--- config.mk ---
export PLATFORM = sky130hd
export DESIGN_NAME = mips_mdu
export DESIGN_NICKNAME = d
export VERILOG_FILES = /design/src/rtl/mips_mdu.sv
export SDC_FILE = /design/constraint.sdc
export NUM_CORES = 2
export LEC_CHECK = 0
export CAP_MARGIN = 5
export CORE_MARGIN = 1
export CORE_UTILIZATION = 39
export DETAILED_ROUTE_END_ITERATION = 8
export PLACE_DENSITY = 0.67
export SYNTH_ARGS = -nofsm -noshare
export SYNTH_HDL_FRONTEND = slang
export SYNTH_SLANG_ARGS = --single-unit
--- constraint.sdc ---
create_clock -name clk -period 11.35 [get_ports clk]
set_input_delay 3.405 -clock clk [delete_from_list [all_inputs] [get_ports clk]]
set_output_delay 3.405 -clock clk [all_outputs]
set_load 0.02 [all_outputs]
--- src/rtl/mips_mdu.sv ---
// Multi-cycle MIPS multiply/divide unit with HI/LO: fixed-latency multiply, radix-2 restoring divide.
// Operands latched on accept; results land in HI/LO with a one-cycle done pulse.
module mips_mdu #(
   parameter int DATA_W     = 32,
   parameter int MUL_CYCLES = 4
) (
   input  logic              clk,
   input  logic              reset,
   input  logic              start,
   input  logic [2:0]        op,
   input  logic [DATA_W-1:0] srca,
   input  logic [DATA_W-1:0] srcb,
   input  logic              mf_req,
   input  logic              mf_sel,
   output logic [DATA_W-1:0] mf_data,
   output logic              busy,
   output logic              done,
   output logic              div0,
   output logic              stall_req
);

   localparam logic [1:0] S_IDLE = 2'd0;
   localparam logic [1:0] S_MUL  = 2'd1;
   localparam logic [1:0] S_DIV  = 2'd2;
   localparam logic [1:0] S_FIX  = 2'd3;

   localparam int CNT_MAX = (MUL_CYCLES > DATA_W) ? MUL_CYCLES : DATA_W;
   localparam int CW      = $clog2(CNT_MAX);

   logic [1:0]          state;
   logic [CW-1:0]       cnt;
   logic [DATA_W-1:0]   hi, lo;
   logic [2*DATA_W-1:0] prod;
   logic [DATA_W-1:0]   rem, quo, dvs;
   logic                neg_q, neg_r, dz;

   logic [2*DATA_W-1:0] mul_a, mul_b;
   logic                a_neg, b_neg;
   logic [DATA_W-1:0]   a_mag, b_mag;
   logic [DATA_W:0]     shifted, diff;
   logic [DATA_W-1:0]   fix_q, fix_r;

   // op[0]=0 selects the signed variant for both MULT and DIV
   always_comb begin
      a_neg   = ~op[0] & srca[DATA_W-1];
      b_neg   = ~op[0] & srcb[DATA_W-1];
      mul_a   = {{DATA_W{a_neg}}, srca};
      mul_b   = {{DATA_W{b_neg}}, srcb};
      a_mag   = a_neg ? -srca : srca;
      b_mag   = b_neg ? -srcb : srcb;
      shifted = {rem, quo[DATA_W-1]};
      diff    = shifted - {1'b0, dvs};
      fix_q   = neg_q ? -quo : quo;
      fix_r   = neg_r ? -rem : rem;
   end

   always_ff @(posedge clk) begin
      if (reset) begin
         state <= S_IDLE;
         cnt   <= '0;
         hi    <= '0;
         lo    <= '0;
         prod  <= '0;
         rem   <= '0;
         quo   <= '0;
         dvs   <= '0;
         neg_q <= 1'b0;
         neg_r <= 1'b0;
         dz    <= 1'b0;
         done  <= 1'b0;
         div0  <= 1'b0;
      end else begin
         done <= 1'b0;
         case (state)
            S_IDLE: begin
               if (start) begin
                  case (op)
                     3'd0, 3'd1: begin
                        prod  <= mul_a * mul_b;
                        cnt   <= CW'(MUL_CYCLES - 1);
                        div0  <= 1'b0;
                        state <= S_MUL;
                     end
                     3'd2, 3'd3: begin
                        div0  <= 1'b0;
                        neg_q <= a_neg ^ b_neg;
                        neg_r <= a_neg;
                        dvs   <= b_mag;
                        rem   <= '0;
                        cnt   <= CW'(DATA_W - 1);
                        // divide-by-zero keeps the raw dividend for HI and skips iteration
                        if (srcb == '0) begin
                           dz    <= 1'b1;
                           quo   <= srca;
                           state <= S_FIX;
                        end else begin
                           dz    <= 1'b0;
                           quo   <= a_mag;
                           state <= S_DIV;
                        end
                     end
                     3'd4:    hi <= srca;
                     3'd5:    lo <= srca;
                     default: ;
                  endcase
               end
            end
            S_MUL: begin
               if (cnt == '0) begin
                  {hi, lo} <= prod;
                  done     <= 1'b1;
                  state    <= S_IDLE;
               end else begin
                  cnt <= cnt - CW'(1);
               end
            end
            S_DIV: begin
               if (!diff[DATA_W]) begin
                  rem <= diff[DATA_W-1:0];
                  quo <= {quo[DATA_W-2:0], 1'b1};
               end else begin
                  rem <= shifted[DATA_W-1:0];
                  quo <= {quo[DATA_W-2:0], 1'b0};
               end
               if (cnt == '0) state <= S_FIX;
               else           cnt   <= cnt - CW'(1);
            end
            default: begin
               if (dz) begin
                  lo   <= '1;
                  hi   <= quo;
                  div0 <= 1'b1;
               end else begin
                  lo <= fix_q;
                  hi <= fix_r;
               end
               done  <= 1'b1;
               state <= S_IDLE;
            end
         endcase
      end
   end

   assign busy      = (state != S_IDLE);
   assign stall_req = busy & (start | mf_req);
   assign mf_data   = mf_sel ? hi : lo;

endmodule
==> impl_metrics.ini <==
[setup_path]
end_kind = flop
crit_path_max_fanout = 16
crit_arrival_ns = 11.42
critPathKind = input pin to flop
cp.required_ns = 11.83
cp-start-kind = input pin

[finish]
finalNetCount = 7716
fin_area_um2 = 59100
drive_gt1_frac = 0.0959
fin_cells = 8057
area_delta_synth_final_pct = 12.6

[clocking]
cts_htree_levels = 1
cts_setup_buffers = 0
tritoncts = built
numCtsBuffers = 29
cts_root_buf = clkbuf_16
clkTransAtPathRegs_ns = 0.06
clk_path_buf_depth = 3
cts.sinks = 236
insertion_delay_ns = 0.62

[timing]
min_period_over_period = 0.963
setup_slack_ns = 0.415
setup_viol = 0
fmax_ghz = 0.0914
finClkSkew_ns = 0.0641
slew_headroom = 0.159
hold_viol_final = 0
finalMaxSlewViolations = 0
tightestPinTransition_ns = 1.26
grt_setup_unrepaired = no
period_minus_slack_ns = 10.94

[global_route]
antenna_found_initial = 7
grt_max_degree = 98
grt_usage = 0.243
grt_pass1_wl_um = 258000
grt.overflow.total = 0
grt_pass1_vias = 44416

[floorplanning]
chipWidth_um = 369
fp-row-count = 134
core_um2 = 133000
die-height_um = 369
io_pins = 108
initial_utilization = 0.393
dieArea_um2 = 136000

[logic_synthesis]
yosysUniqueCellTypes = 84
syn_area_um2 = 52500
yosysWarnings = 0
synthCells = 6116
async_flop_share = 0
syn_area_per_cell_um2 = 8.58
synth_edf_count = 0
syn-num-nets = 7566
synthFlopType = dfxtp_1
synth-seq-cells = 236
seq_area_frac_synth = 0.0900

[flow_run]
timing.max_cap.violations = 0

[place]
port_buffers = 107
gp_congestion = 0.944
dp_cells = 8003
place.detailed.hpwl_um = 136000
place_ws_ns = -0.469
dpl_cell_area_um2 = 58100

[routing]
drt_first_pass_iters = 8
wl_per_cell_um = 20.3
postRouteAntennaNets = 0
vias_per_cell = 5.32
drc = 0
vias = 42834
wl_um = 164000
drt_first_iter_violations = 3761

[min_path]
hold_class = flop to flop

[run_status]
status = finished, final reports clean
[final timing paths]
kind,start,endpoint,slack [ns],cells after the start
hold reg to reg,prod[14]$_SDFFE_PP0P_,prod[14]$_SDFFE_PP0P_,0.45,2
setup / recovery,srcb[0],prod[58]$_SDFFE_PP0P_,0.41,28
hold / removal,prod[14]$_SDFFE_PP0P_,prod[14]$_SDFFE_PP0P_,0.45,2
setup reg to reg,quo[31]$_SDFFE_PP0P_,quo[0]$_SDFFE_PP0P_,7.05,15
[through the flow]
step | hold slack [ns] | util | setup TNS (ns)
2_1_floorplan | 0.425 | - | 0
3_3_place_gp | 0.440 | 0.435 | -3.01
3_5_place_dp | 0.446 | 0.435 | -4.58
4_1_cts | 0.454 | 0.443 | 0
5_1_grt | 0.475 | 0.443 | 0
6_report | 0.454 | 0.443 | 0
[placed cells by master, fill, tap and decap left out, drive strengths merged, types with 6 or more instances in the layout]
cell type	count
inv	1153
fa	1126
nand2	1058
buf	461
and2	365
ha	252
dfxtp	236
nor2	229
o21ai	224
a21oi	213
xnor2	118
xor2	94
clkdlybuf4s50	75
a311oi	60
a22oi	54
a211oi	49
clkbuf	40
nand3	37
a21o	36
o31ai	36
mux2	33
nor3	30
nand2b	27
o41ai	22
nor2b	20
or4	20
mux2i	19
a31oi	19
o211ai	19
or3	18
a22o	15
nand4	15
nor4	12
o21bai	11
o21a	9
and3	8
nand3b	7
and4	7
or2	6
[metal layers]
metal  routed length, um  up-vias  global-route usage
met5                  45        -                   0
met2               76900     1949               0.401
met4                5900        6              0.0768
met3               15500      338              0.0465
li1                    -    18941                   -
met1               65600    21600               0.322
[sequential cells by signal, summed over array words and instances, names as in the netlist]
name   flops
quo       32
rem       32
state      2
done       1
dz         1
cnt        5
neg_q      1
div0       1
neg_r      1
lo        32
prod      64
hi        32
dvs       32
[cell families (layout without fill, tap and decap cells)]
family	Yosys count	in the layout	share of synthesized area
xor+xnor	212	212	0.0354
mux	52	52	0.0107
other cells	0	1	0
compound gates	802	802	0.0979
buf+inv	1569	1741	0.113
simple gates	1867	1867	0.163
flops	236	236	0.0900
fa+ha+maj	1378	1378	0.490
[synth_stat cells, types with 72 or more instances]
| cell | n | share of area |
|---|---|---|
| and2_1 | 365 | 0.044 |
| fa_1 | 1126 | 0.43 |
| inv_1 | 1150 | 0.082 |
| xnor2_1 | 118 | 0.020 |
| dfxtp_1 | 236 | 0.090 |
| nor2_1 | 229 | 0.016 |
| ha_1 | 252 | 0.060 |
| a21oi_1 | 212 | 0.020 |
| nand2_1 | 1057 | 0.076 |
| o21ai_0 | 207 | 0.020 |
| buf_1 | 72 | 0.0051 |
| xor2_1 | 94 | 0.016 |
| clkbuf_1 | 326 | 0.023 |
[critical path, stage by stage]
cell and delay [ns]:
clkdlybuf4s50_1 0.45, buf_12 0.17, nand2_1 0.10, inv_1 0.08
fa_1 0.65, buf_4 0.16, inv_1 0.08, fa_1 0.49
inv_1 0.06, fa_1 0.49, fa_1 0.58, fa_1 0.45
fa_1 0.52, fa_1 0.49, inv_1 0.05, fa_1 0.50
inv_1 0.05, ha_1 0.42, nand4_1 0.18, nand4bb_1 0.28
or2_2 0.37, o41a_1 0.45, o21ai_1 0.21, o41ai_1 0.11
o21ai_1 0.25, buf_4 0.16, xnor2_1 0.10, o21ai_0 0.08
[layout make-up]
cell class	count	area, um2
Tap cell	1768	2210
Inverter	1151	4320
Multi-Input combinational cell	4311	41900
Timing Repair Buffer	537	4890
Clock inverter	13	189
Clock buffer	40	817
Fill cell	12896	74400
Sequential cell	236	4730
Antenna cell	1	2.50
[what timing repair did]
| item | CTS | global route |
|---|---|---|
| endpoints found under the setup margin | 0 | 8 |
| hold buffers | 0 | 0 |
| resized for setup | 0 | 2 |
Power is not shown: default switching activity piles up to over one toggle a cycle in this logic, so the estimate is an artifact.
